--- src/rtl/countdown_sequencer.sv ---
// countdown_sequencer
//   Counts down a BCD MM:SS value handed over by the time-set service at one
//   step per TICK_DIV clocks. The centre pushbutton starts, pauses, resumes
//   and acknowledges expiry. The display value and blank control are
//   registered and drive the seven-segment driver directly.
//
// Ports
//   clk        system clock
//   reset      synchronous, active-high reset
//   enable     service select; low forces IDLE
//   set_done   time-set service has finished (level)
//   set_time   BCD MM:SS from time-set
//   push_c     single-cycle pushbutton pulse
//   disp_time  BCD value to display (current count)
//   disp_blank 1 = blank all digits (blink phase while expired)
//   running    1 while counting
//   expired    one-cycle pulse when the count reaches 0000
//   state      IDLE=0, LOAD=1, RUN=2, PAUSE=3, DONE=4
module countdown_sequencer #(
  parameter int TICK_DIV  = 100000000,
  parameter int BLINK_DIV = 50000000
) (
  input  logic        clk,
  input  logic        reset,
  input  logic        enable,
  input  logic        set_done,
  input  logic [15:0] set_time,
  input  logic        push_c,
  output logic [15:0] disp_time,
  output logic        disp_blank,
  output logic        running,
  output logic        expired,
  output logic [2:0]  state
);

  localparam int PW = (TICK_DIV  > 2) ? $clog2(TICK_DIV)  : 1;
  localparam int BW = (BLINK_DIV > 2) ? $clog2(BLINK_DIV) : 1;

  typedef enum logic [2:0] {
    S_IDLE  = 3'd0,
    S_LOAD  = 3'd1,
    S_RUN   = 3'd2,
    S_PAUSE = 3'd3,
    S_DONE  = 3'd4
  } state_t;

  state_t          state_reg,   state_next;
  logic [15:0]     count_reg,   count_next;
  logic [PW-1:0]   presc_reg,   presc_next;
  logic [BW-1:0]   blink_reg,   blink_next;
  logic            blank_reg,   blank_next;
  logic            expired_reg, expired_next;
  logic            running_reg, running_next;

  logic [15:0]     sanitized;
  logic [15:0]     dec_val;
  logic            tick;

  function automatic logic [3:0] clamp_digit(input logic [3:0] d, input logic [3:0] lim);
    return (d > lim) ? lim : d;
  endfunction

  // One-second BCD decrement with borrow chain; seconds tens wraps to 5.
  function automatic logic [15:0] bcd_dec(input logic [15:0] c);
    logic [3:0] s1, s10, m1, m10;
    s1  = c[3:0];
    s10 = c[7:4];
    m1  = c[11:8];
    m10 = c[15:12];
    if (s1 != 4'd0) begin
      s1 = s1 - 4'd1;
    end else begin
      s1 = 4'd9;
      if (s10 != 4'd0) begin
        s10 = s10 - 4'd1;
      end else begin
        s10 = 4'd5;
        if (m1 != 4'd0) begin
          m1 = m1 - 4'd1;
        end else begin
          m1  = 4'd9;
          m10 = m10 - 4'd1;
        end
      end
    end
    return {m10, m1, s10, s1};
  endfunction

  assign sanitized = {clamp_digit(set_time[15:12], 4'd9),
                      clamp_digit(set_time[11:8],  4'd9),
                      clamp_digit(set_time[7:4],   4'd5),
                      clamp_digit(set_time[3:0],   4'd9)};

  // A decrement is never issued from 0000.
  assign dec_val = (count_reg == 16'h0000) ? 16'h0000 : bcd_dec(count_reg);
  assign tick    = (presc_reg == PW'(TICK_DIV - 1));

  always_comb begin
    state_next   = state_reg;
    count_next   = count_reg;
    presc_next   = presc_reg;
    blink_next   = blink_reg;
    blank_next   = blank_reg;
    expired_next = 1'b0;

    if (!enable) begin
      state_next = S_IDLE;
      presc_next = '0;
      blink_next = '0;
      blank_next = 1'b0;
    end else begin
      case (state_reg)
        S_IDLE: begin
          if (set_done && push_c) state_next = S_LOAD;
        end
        S_LOAD: begin
          count_next = sanitized;
          presc_next = '0;
          if (sanitized == 16'h0000) begin
            state_next   = S_DONE;
            expired_next = 1'b1;
            blink_next   = '0;
            blank_next   = 1'b0;
          end else begin
            state_next = S_RUN;
          end
        end
        S_RUN: begin
          if (tick) begin
            presc_next = '0;
            count_next = dec_val;
            // Reaching zero outranks a coincident pause request.
            if (dec_val == 16'h0000) begin
              state_next   = S_DONE;
              expired_next = 1'b1;
              blink_next   = '0;
              blank_next   = 1'b0;
            end else if (push_c) begin
              state_next = S_PAUSE;
            end
          end else if (push_c) begin
            // Prescaler frozen so the partial second survives the pause.
            state_next = S_PAUSE;
          end else begin
            presc_next = presc_reg + 1'b1;
          end
        end
        S_PAUSE: begin
          if (push_c) state_next = S_RUN;
        end
        S_DONE: begin
          if (push_c) begin
            state_next = S_IDLE;
            blink_next = '0;
            blank_next = 1'b0;
          end else if (blink_reg == BW'(BLINK_DIV - 1)) begin
            blink_next = '0;
            blank_next = ~blank_reg;
          end else begin
            blink_next = blink_reg + 1'b1;
          end
        end
        default: begin
          state_next = S_IDLE;
        end
      endcase
    end

    running_next = (state_next == S_RUN);
  end

  always_ff @(posedge clk) begin
    if (reset) begin
      state_reg   <= S_IDLE;
      count_reg   <= 16'h0000;
      presc_reg   <= '0;
      blink_reg   <= '0;
      blank_reg   <= 1'b0;
      expired_reg <= 1'b0;
      running_reg <= 1'b0;
    end else begin
      state_reg   <= state_next;
      count_reg   <= count_next;
      presc_reg   <= presc_next;
      blink_reg   <= blink_next;
      blank_reg   <= blank_next;
      expired_reg <= expired_next;
      running_reg <= running_next;
    end
  end

  assign disp_time  = count_reg;
  assign disp_blank = blank_reg;
  assign running    = running_reg;
  assign expired    = expired_reg;
  assign state      = state_reg;

endmodule
--- config.mk ---
export PLATFORM = sky130hd
export DESIGN_NAME = countdown_sequencer
export DESIGN_NICKNAME = d
export VERILOG_FILES = /design/src/rtl/countdown_sequencer.sv
export SDC_FILE = /design/constraint.sdc
export NUM_CORES = 1
export LEC_CHECK = 0
export CORE_ASPECT_RATIO = 0.6
export CORE_MARGIN = 1.5
export CORE_UTILIZATION = 50
export DETAILED_ROUTE_END_ITERATION = 8
export PLACE_DENSITY_LB_ADDON = 0.2
export SLEW_MARGIN = 10
export SYNTH_ARGS = -nofsm -noshare
export SYNTH_HDL_FRONTEND = slang
export SYNTH_SLANG_ARGS = --single-unit
--- constraint.sdc ---
create_clock -name clk -period 6.5 [get_ports clk]
set_input_delay 0.65 -clock clk [delete_from_list [all_inputs] [get_ports clk]]
set_output_delay 0.65 -clock clk [all_outputs]
set_load 0.1 [all_outputs]
# Word level (Yosys, flattened, before mapping)
# Cells that the tools add are included.
dict set report classes {
  add_sub_neg 6
  reduce_logical 15
  eq_ne 12
  muxes 44
  order_cmp 4
  n_bitwise 2
}
# cell count
set ops {}
lappend ops {{two-way mux 26 bit} 5}
lappend ops {{one-hot mux 26 bit (3 select lines)} 1}
lappend ops {{two-way mux 27 bit} 2}
lappend ops {{one-hot mux 27 bit (2 select lines)} 1}
lappend ops {{two-way mux 4 bit} 13}
lappend ops {{zero test 16 bit} 3}
lappend ops {{two-way mux 16 bit} 2}
lappend ops {{one-hot mux 16 bit (2 select lines)} 1}
lappend ops {{adder 27 x 1 -> 27 bit (second input constant)} 1}
lappend ops {{equality test 27 bit (second input constant)} 1}
lappend ops {{adder 26 x 1 -> 26 bit (second input constant)} 1}
lappend ops {{equality test 26 bit (second input constant)} 1}
lappend ops {{two-way mux 3 bit} 8}
lappend ops {{subtractor 4 x 1 -> 4 bit (second input constant)} 4}
lappend ops {{one-hot mux 3 bit (5 select lines)} 1}
lappend ops {{greater-than comparator 4 bit (second input constant)} 3}
lappend ops {{nonzero test 4 bit} 3}
lappend ops {{equality test 3 x 2 -> 1 bit (second input constant)} 3}
lappend ops {{two-way mux 1 bit} 8}
lappend ops {{!= test 2 bit (second input constant)} 3}
lappend ops {{!= test 3 bit (second input constant)} 2}
lappend ops {{AND reduction 5 bit} 1}
lappend ops {{greater-than comparator 4 x 3 -> 1 bit (second input constant)} 1}
lappend ops {{AND reduction 4 bit} 1}
lappend ops {{12 further kinds} 13}
dict set report word_totals {
  in_bits 21
  regBits 75
  output_inout_bits 22
  elab_cells 90
}

# Longest topological paths before layout
# Gate-level depths: netlist of the first run.
dict set report depth {
  ltp_word 11
  mapped_depth 10
  ltp_nobuf 9
}

# Worst setup path after synthesis of the first run
# No wires, ideal clock.
dict set report synth_path {
  path_type {register to register}
  from {register count_reg[0] (netlist: disp_time[0])}
  to {register blink_reg[4]}
  slack_ns 3.319
  path_stages_with_launch 11
  path_buffers 1
  arrival_ns 3.048
  period_less_slack_ns 3.181
  setup_ns 0.132
  cell_sequence {dfxtp_1 > inv_1 > ha_1 > or4b_4 > a2111o_1 > a211oi_2 > nand4_2 > o21a_1 > buf_6 > o21ai_0 > a21oi_1}
}
dict set report synth_between {
  elab_chain_len 6
  elab_cells_between_ends 11
  cone_classes {1 x add/sub; 1 x eq/ne; 5 x mux; 4 x reduce/logical}
}
# item line_no
set synth_lines {}
lappend synth_lines {{start, declared} 48} ;# logic [15:0] count_reg, count_next;
lappend synth_lines {{start signal, assigned} 183} ;# count_reg <= count_next;
lappend synth_lines {{subtractor 4 x 1 -> 4 bit or nonzero test 4 bit (tied branches)} {71, 70}}
lappend synth_lines {{two-way mux 4 bit} 70} ;# if (s1 != 4'd0) begin
lappend synth_lines {{two-way mux 16 bit (*)} 95} ;# assign dec_val = (count_reg == 16'h0000) ? 16'h0000 : bcd_dec(count_reg);
lappend synth_lines {{zero test 16 bit (*)} 133} ;# if (dec_val == 16'h0000) begin
lappend synth_lines {{!= test 2 bit (no line) (*)} n/a}
lappend synth_lines {{AND reduction 4 bit (no line) (*)} n/a}
lappend synth_lines {{end signal, assigned} 185} ;# blink_reg <= blink_next;
lappend synth_lines {{end, declared} 50} ;# logic [BW-1:0] blink_reg, blink_next;
# Every way passes the cells marked *; elsewhere a longest branch is shown, timed or not.
# A chain may end at the register's enable or synchronous reset.

# Final worst setup path of the first run
dict set report layout_path {
  from {register count_reg[0] (netlist: disp_time[0])}
  to {register blink_reg[3]}
}
# Same word-level chain as after synthesis.

==> results.sh, run 1 <==
export IMPL_leakagePower_nw=1.70
export IMPL_dr_first_iter_drc_count=415
export IMPL_io_pins=43
export IMPL_cp_data_required_time_ps=6770
export IMPL_antenna_found_initial=0
export IMPL_die_x_um=123
export IMPL_first_pass_iters=5
export IMPL_detail_route_wl_per_cell_um=16.1
export IMPL_hold_viol=0
export IMPL_async_flop_share=0
export IMPL_wl_um=11700
export IMPL_clk_pin_slew_ps=60
export IMPL_arrival_ps=3650
export IMPL_grt_pass1_wl_um=19000
export IMPL_core_area_mm2=0.00846
export IMPL_placementRows=26
export IMPL_final_common_cell="nor2_1"
export IMPL_design_area_mm2=0.00506
export IMPL_yosysSeqAreaShare=0.346
export IMPL_crit_path_top_delay_cell="a2111oi_0"
export IMPL_netlist_top_cells_area="dfxtp_1, nor2_1, a21oi_1, o21ai_0, nand3_1"
export IMPL_crit_cells=9
export IMPL_route_detailed_drc=0
export IMPL_synth_top_cell_area_share=0.346
export IMPL_fin_util=0.599
export IMPL_hold_buffers=0
export IMPL_synth_area_mm2=0.00434
export IMPL_die_area_mm2=0.00927
export IMPL_place_area_mm2=0.00480
export IMPL_synthesis_nets=605
export IMPL_die_h_um=75.2
export IMPL_finClkSkew_ps=5.51
export IMPL_cp_max_fo=22
export IMPL_yosys_warnings=0
export IMPL_maxSlewViolCount=0
export IMPL_layout_common_cells="nor2_1, dfxtp_1, a21oi_1"
export IMPL_synth_top_flop_cell="dfxtp_1"
export IMPL_cts_tree="yes"
export IMPL_clk_latency_ps=340
export IMPL_startpoint_type="register"
export IMPL_min_path_type="register to register"
export IMPL_max_stage_delay_ps=640
export IMPL_timing_worst_setup_path_type="register to register"
export IMPL_port_buffers=42
export IMPL_cts_setup_buffers=0
export IMPL_timing_final_crit_share=0.521
export IMPL_clock_sinks=75
export IMPL_rsz0062_at_grt="no"
export IMPL_htree_levels=3
export IMPL_reg2reg_depth=9
export IMPL_syn_avg_cell_area_um2=7.51
export IMPL_largest_reg_flops=27
export IMPL_grt_usage=0.264
export IMPL_final_antenna_net_count=0
export IMPL_fin_crit_ps=3390
export IMPL_cts_root_buf="clkbuf_16"
export IMPL_worstMarginPinSlew_ps=1010
export IMPL_p_per_area_mw_per_mm2=200
export IMPL_cp_end_kind="register"
export IMPL_cap_violations=0
export IMPL_drt_vias_per_instance=6.14
export IMPL_synth_edf_count=0
export IMPL_max_freq_ghz=0.295
export IMPL_n_antenna_cell=0
export IMPL_ctsResizeCount=0
export IMPL_fin_nets=634
export IMPL_netlist_instances=578
export IMPL_yosys_area_top_type="dfxtp_1"
export IMPL_start_util=0.513
export IMPL_routabilityCongestion=0.904
export IMPL_setup_viol=0
export IMPL_relSlewSlack=0.327
export IMPL_grt_overflow_total=0
export IMPL_setup_tns_final_ps=0
export IMPL_numCtsBuffers=9
export IMPL_grt_pass1_vias=3848
export IMPL_area_delta_synth_final_pct=16.6
export IMPL_grt_start_max_net_pins=32
export IMPL_path_delay_family="compound AO/OA/AOI/OAI gates"
export IMPL_synth_cell_type_count=53
export IMPL_drive_gt1_frac=0.0376
export IMPL_ir_drop_mv=0.123
export IMPL_worstPathCellList="inv_1 > ha_1 > or3b_2 > a2111oi_0 > a211oi_1 > nand4_2 > o21a_1 > o21ai_0 > a21oi_1"
export IMPL_min_delay_path_depth=1
export IMPL_crit_buf_inv=1
export IMPL_ys_seq_elements=75
export IMPL_cts_buffer_depth=2
export IMPL_run_status="finished, final reports clean"
export IMPL_num_vias=4441
export IMPL_hpwl_um=8100
-- cells by family (layout without fill, tap and decap cells) --
| group | count (synthesis) | after routing | share of synthesized area |
|---|---|---|---|
| simple gates | 289 | 289 | 0.343 |
| compound gates | 139 | 139 | 0.192 |
| flops | 75 | 75 | 0.346 |
| buf+inv | 39 | 72 | 0.0392 |
| xor+xnor | 24 | 24 | 0.0484 |
| fa+ha+maj | 6 | 6 | 0.0173 |
| mux | 6 | 6 | 0.0141 |
-- synth_stat cells (8+ instances only) --
cell type	count
xnor2_1	9
a21oi_1	44
o21ai_0	37
nand2_1	38
xor2_1	15
nand2b_1	8
nand3b_1	8
nand3_1	33
a211oi_1	10
inv_1	12
clkbuf_1	21
a31oi_1	13
or3_1	16
nor2_1	82
and2_1	10
nor4_1	11
nand4_1	16
and3_1	13
nor3_1	28
dfxtp_1	75
-- final timing paths --
| kind | startpoint | endpoint | slack [ps] |
|---|---|---|---|
| worst min register to register | blink_reg[23] | blink_reg[23] | 470 |
| worst min-delay path | blink_reg[23] | blink_reg[23] | 470 |
| worst max register to register | disp_time[0] | blink_reg[3] | 3110 |
| worst max-delay path | disp_time[0] | blink_reg[3] | 3110 |
-- through the flow --
stage	hold WS, ps	total power [mW]	instances	setup slack (ps)
2_1_floorplan	423	0.537	578	3320
3_3_place_gp	446	0.566	708	3170
3_5_place_dp	458	0.567	708	3130
4_1_cts	470	1.02	723	3150
5_1_grt	509	1.05	723	2790
6_report	471	1.01	723	3110
-- power by group --
group	switching [mW]	total [mW]	leakage [nW]	internal, mW
Clock	0.187	0.453	0.126	0.266
Combinational	0.0581	0.0935	0.968	0.0355
Sequential	0.00418	0.466	0.604	0.462
-- area by class of cell --
type / instances / area [µm²]
Inverter: 12 / 45.0
Fill cell: 770 / 3390
Tap cell: 112 / 140
Timing Repair Buffer: 45 / 443
Multi-Input combinational cell: 464 / 2670
Sequential cell: 75 / 1500
Clock buffer: 13 / 250
Clock inverter: 2 / 12.5
-- routing by layer --
layer	routed length, µm	track usage	vias to the layer above
met5	0	0	-
met4	144	0.0843	0
met3	798	0.0568	13
met2	4660	0.362	193
met1	6060	0.404	2059
li1	-	-	2176
(Power assumes the default switching activity.)
==> run 2: changes to the inputs <==
- clock period: 6.5 -> 3 ns (I/O delays scaled with it)
==> results.sh, run 2 (synthesis results as in run 1) <==
export IMPL_run_status="finished, final reports clean"
export IMPL_netSwitchingFraction=0.225
export IMPL_htree_levels=3
export IMPL_arrival_ps=3170
export IMPL_r2r_end="blink_reg[21]"
export IMPL_hold_buffers=0
export IMPL_wl_um=11900
export IMPL_place_area_mm2=0.00488
export IMPL_crit_path_top_delay_cell="o21ai_1"
export IMPL_num_vias=4491
export IMPL_final_common_cell="nor2_1"
export IMPL_crit_start="disp_time[0]"
export IMPL_core_area_mm2=0.00846
export IMPL_min_path_type="register to register"
export IMPL_setup_viol=0
export IMPL_hold_viol=0
export IMPL_drt_vias_per_instance=6.04
export IMPL_p_per_area_mw_per_mm2=471
export IMPL_reg2reg_depth=9
export IMPL_detail_route_wl_per_cell_um=16.0
export IMPL_cp_end_kind="register"
export IMPL_worstPathCellList="inv_1 > ha_2 > or4b_4 > a2111o_1 > a211oi_2 > nand4_2 > o21ai_1 > a31oi_1 > nor3_1"
export IMPL_crit_buf_inv=1
export IMPL_placementRows=26
export IMPL_relSlewSlack=0.350
export IMPL_hpwl_um=8550
export IMPL_final_antenna_net_count=0
export IMPL_grt_pass1_wl_um=19400
export IMPL_dr_first_iter_drc_count=344
export IMPL_cts_buffer_depth=2
export IMPL_comb_power_share=0.086
export IMPL_timing_final_crit_share=0.968
export IMPL_grt_usage=0.269
export IMPL_r2r_slack_ps=100
export IMPL_io_pins=43
export IMPL_startpoint_type="register"
export IMPL_finClkSkew_ps=6.11
export IMPL_worstMarginPinSlew_ps=972
export IMPL_path_delay_family="compound AO/OA/AOI/OAI gates"
export IMPL_timing_hold_ws_ps=460
export IMPL_max_freq_ghz=0.344
export IMPL_design_area_mm2=0.00525
export IMPL_min_delay_path_depth=1
export IMPL_grt_pass1_vias=3878
export IMPL_grt_overflow_total=0
export IMPL_layout_common_cells="nor2_1, dfxtp_1, a21oi_1"
export IMPL_cap_violations=0
export IMPL_cts_tree="yes"
export IMPL_port_buffers=42
export IMPL_die_area_mm2=0.00927
export IMPL_pre_cts_ws_ps=60.5
export IMPL_grt_start_max_net_pins=22
export IMPL_antenna_found_initial=0
export IMPL_routabilityCongestion=0.920
export IMPL_n_antenna_cell=0
export IMPL_start_util=0.513
export IMPL_met2_length_um=4850
export IMPL_setup_slack_ps=96.7
export IMPL_wl_met3_um=759
export IMPL_first_pass_iters=5
export IMPL_timing_worst_setup_path_type="register to register"
export IMPL_highest_layer="met4"
export IMPL_cp_data_required_time_ps=3260
export IMPL_route_detailed_drc=0
export IMPL_clk_pin_slew_ps=60
export IMPL_die_h_um=75.2
export IMPL_numCtsBuffers=9
export IMPL_internal_power_mw=1.92
export IMPL_clk_latency_ps=340
export IMPL_crit_cells=9
export IMPL_wl_met1_um=6170
export IMPL_cts_root_buf="clkbuf_16"
export IMPL_max_stage_delay_ps=500
export IMPL_power_mw=2.48
export IMPL_power_frac_clock=0.507
export IMPL_leakagePower_nw=1.87
export IMPL_fin_crit_ps=2900
export IMPL_cp_max_fo=6
export IMPL_die_x_um=123
export IMPL_clock_sinks=75
export IMPL_fin_nets=654
export IMPL_area_delta_synth_final_pct=21.0
export IMPL_drive_gt1_frac=0.112
export IMPL_reg2reg_from="disp_time[0]"
export IMPL_p_switching_mw=0.557
export IMPL_endpoint="blink_reg[21]"
export IMPL_pwr_share_seq=0.408
export IMPL_ir_drop_mv=0.300
export IMPL_largest_reg_flops=27
export IMPL_maxSlewViolCount=0
## run 2: repair_timing
action | CTS | global route
setup endpoints to repair | 0 | 27
gates resized for setup | 0 | 3
setup buffers | 0 | 3
## run 2: metrics by stage
stage,utilization,setup TNS [ps],std cells
after floorplan,-,0,578
after global placement,0.578,0,725
after detailed placement,0.578,0,725
final,0.621,0,744
after global routing,0.621,-4.85,744
after CTS,0.618,0,741
## run 2: area by class of cell
type	count	area [µm²]
Tap cell	112	140
Timing Repair Buffer	65	543
Clock buffer	12	246
Clock inverter	4	97.6
Multi-Input combinational cell	464	2670
Inverter	12	45.0
Sequential cell	75	1510
Fill cell	776	3200
## run 2: worst min-delay path by stage
stage               slack, ps           from       endpoint
floorplan                 420  blink_reg[25]  blink_reg[25]
global placement          450  blink_reg[25]  blink_reg[25]
detailed placement        450  blink_reg[25]  blink_reg[25]
CTS                       460  blink_reg[25]  blink_reg[25]
global route              480  blink_reg[23]  blink_reg[23]
finish                    460  blink_reg[25]  blink_reg[25]
## run 2: worst register-to-register path: stages (launching register included)
cell and delay (ps):
dfxtp_2 330, inv_1 130, ha_2 240, or4b_4 500, a2111o_1 430, a211oi_2 210, nand4_2 180, o21ai_1 500
a31oi_1 170, nor3_1 140
## run 2: power groups by stage
stage | combinational [mW] | clock [mW] | sequential [mW]
after floorplan | 0.104 | 0 | 1.06
after global placement | 0.205 | 0 | 1.03
after detailed placement | 0.207 | 0 | 1.03
after CTS | 0.208 | 1.27 | 1.01
after global routing | 0.226 | 1.32 | 1.01
final | 0.212 | 1.26 | 1.01
## run 2: routing by layer
layer,global-route usage,vias up
met3,0.0697,15
met5,0,-
met1,0.401,2115
met2,0.386,151
li1,-,2210
met4,0.0613,0
==> run 3: changes to the inputs <==
--- a/config.mk
+++ b/config.mk
@@ -10,4 +10,5 @@
 export CORE_UTILIZATION = 50
 export DETAILED_ROUTE_END_ITERATION = 8
+export GPL_TIMING_DRIVEN = 0
 export PLACE_DENSITY_LB_ADDON = 0.2
 export SLEW_MARGIN = 10
==> constraint.sdc (replaced) <==
create_clock -name clk -period 3 [get_ports clk]
set_input_delay 0.3 -clock clk [delete_from_list [all_inputs] [get_ports clk]]
set_output_delay 0.3 -clock clk [all_outputs]
set_load 0.005 [all_outputs]
==> results.sh, run 3 (synthesis results as in run 1) <==
export IMPL_run_status="finished, final reports clean"
export IMPL_fin_crit_ps=2860
export IMPL_grt_usage=0.283
export IMPL_endpoint="blink_reg[4]"
export IMPL_finClkSkew_ps=6.42
export IMPL_netSwitchingFraction=0.228
export IMPL_power_mw=2.36
export IMPL_multi_input_area_mm2=0.00271
export IMPL_crit_start="disp_time[1]"
export IMPL_hold_viol=0
export IMPL_core_area_mm2=0.00846
export IMPL_power_frac_clock=0.497
export IMPL_n_antenna_cell=0
export IMPL_comb_power_share=0.076
export IMPL_final_antenna_net_count=0
export IMPL_r2r_end="blink_reg[4]"
export IMPL_routabilityCongestion=0.914
export IMPL_p_switching_mw=0.540
export IMPL_hpwl_um=9080
export IMPL_area_delta_synth_final_pct=21.1
export IMPL_port_buffers=41
export IMPL_timing_worst_setup_path_type="register to register"
export IMPL_startpoint_type="register"
export IMPL_drive_gt1_frac=0.0567
export IMPL_worstMarginPinSlew_ps=814
export IMPL_die_area_mm2=0.00927
export IMPL_setup_viol=0
export IMPL_grt_start_max_net_pins=13
export IMPL_relSlewSlack=0.455
export IMPL_fin_util=0.622
export IMPL_internal_power_mw=1.82
export IMPL_grt_pass1_wl_um=20200
export IMPL_grt_pass1_vias=4005
export IMPL_antenna_found_initial=0
export IMPL_maxSlewViolCount=0
export IMPL_cts_buffer_depth=2
export IMPL_cts_tree="yes"
export IMPL_seqCellArea_mm2=0.00150
export IMPL_start_util=0.513
export IMPL_setup_slack_ps=144
export IMPL_htree_levels=3
export IMPL_max_freq_ghz=0.350
export IMPL_first_pass_iters=6
export IMPL_pre_cts_ws_ps=-85.3
export IMPL_hold_buffers=0
export IMPL_reg2reg_depth=10
export IMPL_timing_final_crit_share=0.952
export IMPL_cp_max_fo=10
export IMPL_route_detailed_drc=0
export IMPL_num_vias=4593
export IMPL_die_h_um=75.2
export IMPL_fin_nets=658
export IMPL_cap_violations=0
export IMPL_placementRows=26
export IMPL_die_x_um=123
export IMPL_clock_sinks=75
export IMPL_reg2reg_from="disp_time[1]"
export IMPL_p_per_area_mw_per_mm2=449
export IMPL_cp_end_kind="register"
export IMPL_clk_latency_ps=340
export IMPL_numCtsBuffers=9
export IMPL_final_common_cell="nor2_1"
export IMPL_min_path_type="register to register"
export IMPL_drt_vias_per_instance=6.15
export IMPL_arrival_ps=3060
export IMPL_ir_drop_mv=0.267
export IMPL_cp_data_required_time_ps=3200
export IMPL_clk_pin_slew_ps=60
export IMPL_grt_overflow_total=0
export IMPL_pwr_share_seq=0.427
export IMPL_wl_um=12700
export IMPL_r2r_slack_ps=140
export IMPL_largest_reg_flops=27
export IMPL_detail_route_wl_per_cell_um=17.0
export IMPL_cts_root_buf="clkbuf_16"
export IMPL_layout_common_cells="nor2_1, dfxtp_1, a21oi_1"
export IMPL_leakagePower_nw=1.78
export IMPL_io_pins=43
export IMPL_nFillCells=743
export IMPL_dr_first_iter_drc_count=606
run 3: final cells by class:
class	instances	share of cell area
multi-input cells	464	0.516
flip-flops and latches	75	0.285
repair buffers	42	0.0794
clock buffers	10	0.0454
well taps	112	0.0266
plain buffers	27	0.0240
clock inverters	5	0.0147
inverters	12	0.00856
run 3: metrics by stage:
step	std cells	TNS (ps)	cell area, µm²	hold WS, ps
after floorplan	578	0	4340	423
after global placement	731	-1730	4890	444
after detailed placement	731	-1190	4890	450
after CTS	747	0	5220	452
after global routing	747	-23.1	5260	493
final	747	0	5260	470
run 3: power groups by stage:
| stage | registers, mW | logic, mW | clock network (mW) |
|---|---|---|---|
| global placement | 1.03 | 0.169 | 0 |
| detailed placement | 1.03 | 0.172 | 0 |
| CTS | 1.01 | 0.174 | 1.18 |
| floorplan | 1.03 | 0.104 | 0 |
| finish | 1.01 | 0.180 | 1.18 |
| global route | 1.01 | 0.196 | 1.23 |
run 3: per-layer routing:
metal / vias up / part of all wire / track usage
met5: - / 0 / 0
met4: 0 / 0.014 / 0.0690
met3: 18 / 0.099 / 0.0856
met2: 210 / 0.40 / 0.403
met1: 2148 / 0.49 / 0.415
li1: 2217 / - / -
run 3: timing repair:
| action | 4_1_cts | 5_1_grt |
|---|---|---|
| endpoints found under the hold margin | 0 | 0 |
| pin swaps | 1 | 1 |
| setup buffers | 1 | 0 |
| resized for setup | 1 | 12 |
| endpoints found under the setup margin | 21 | 31 |
run 3: worst min path at each step:
| stage | start | end | depth (start not counted) |
|---|---|---|---|
| after floorplan | blink_reg[25] | blink_reg[25] | 1 |
| after global placement | blink_reg[25] | blink_reg[25] | 1 |
| after detailed placement | blink_reg[25] | blink_reg[25] | 1 |
| after CTS | reset | disp_time[9] | 2 |
| after global routing | reset | disp_time[9] | 2 |
| final | blink_reg[23] | blink_reg[23] | 1 |
run 3: critical path, stage by stage, from the launching register on:
cell,delay (ps)
dfxtp_1,340
inv_1,150
ha_4,190
or4b_4,500
a2111o_1,470
a211oi_2,230
nand4_2,160
o21a_2,280
buf_6,150
o21ai_0,160
a21oi_1,90
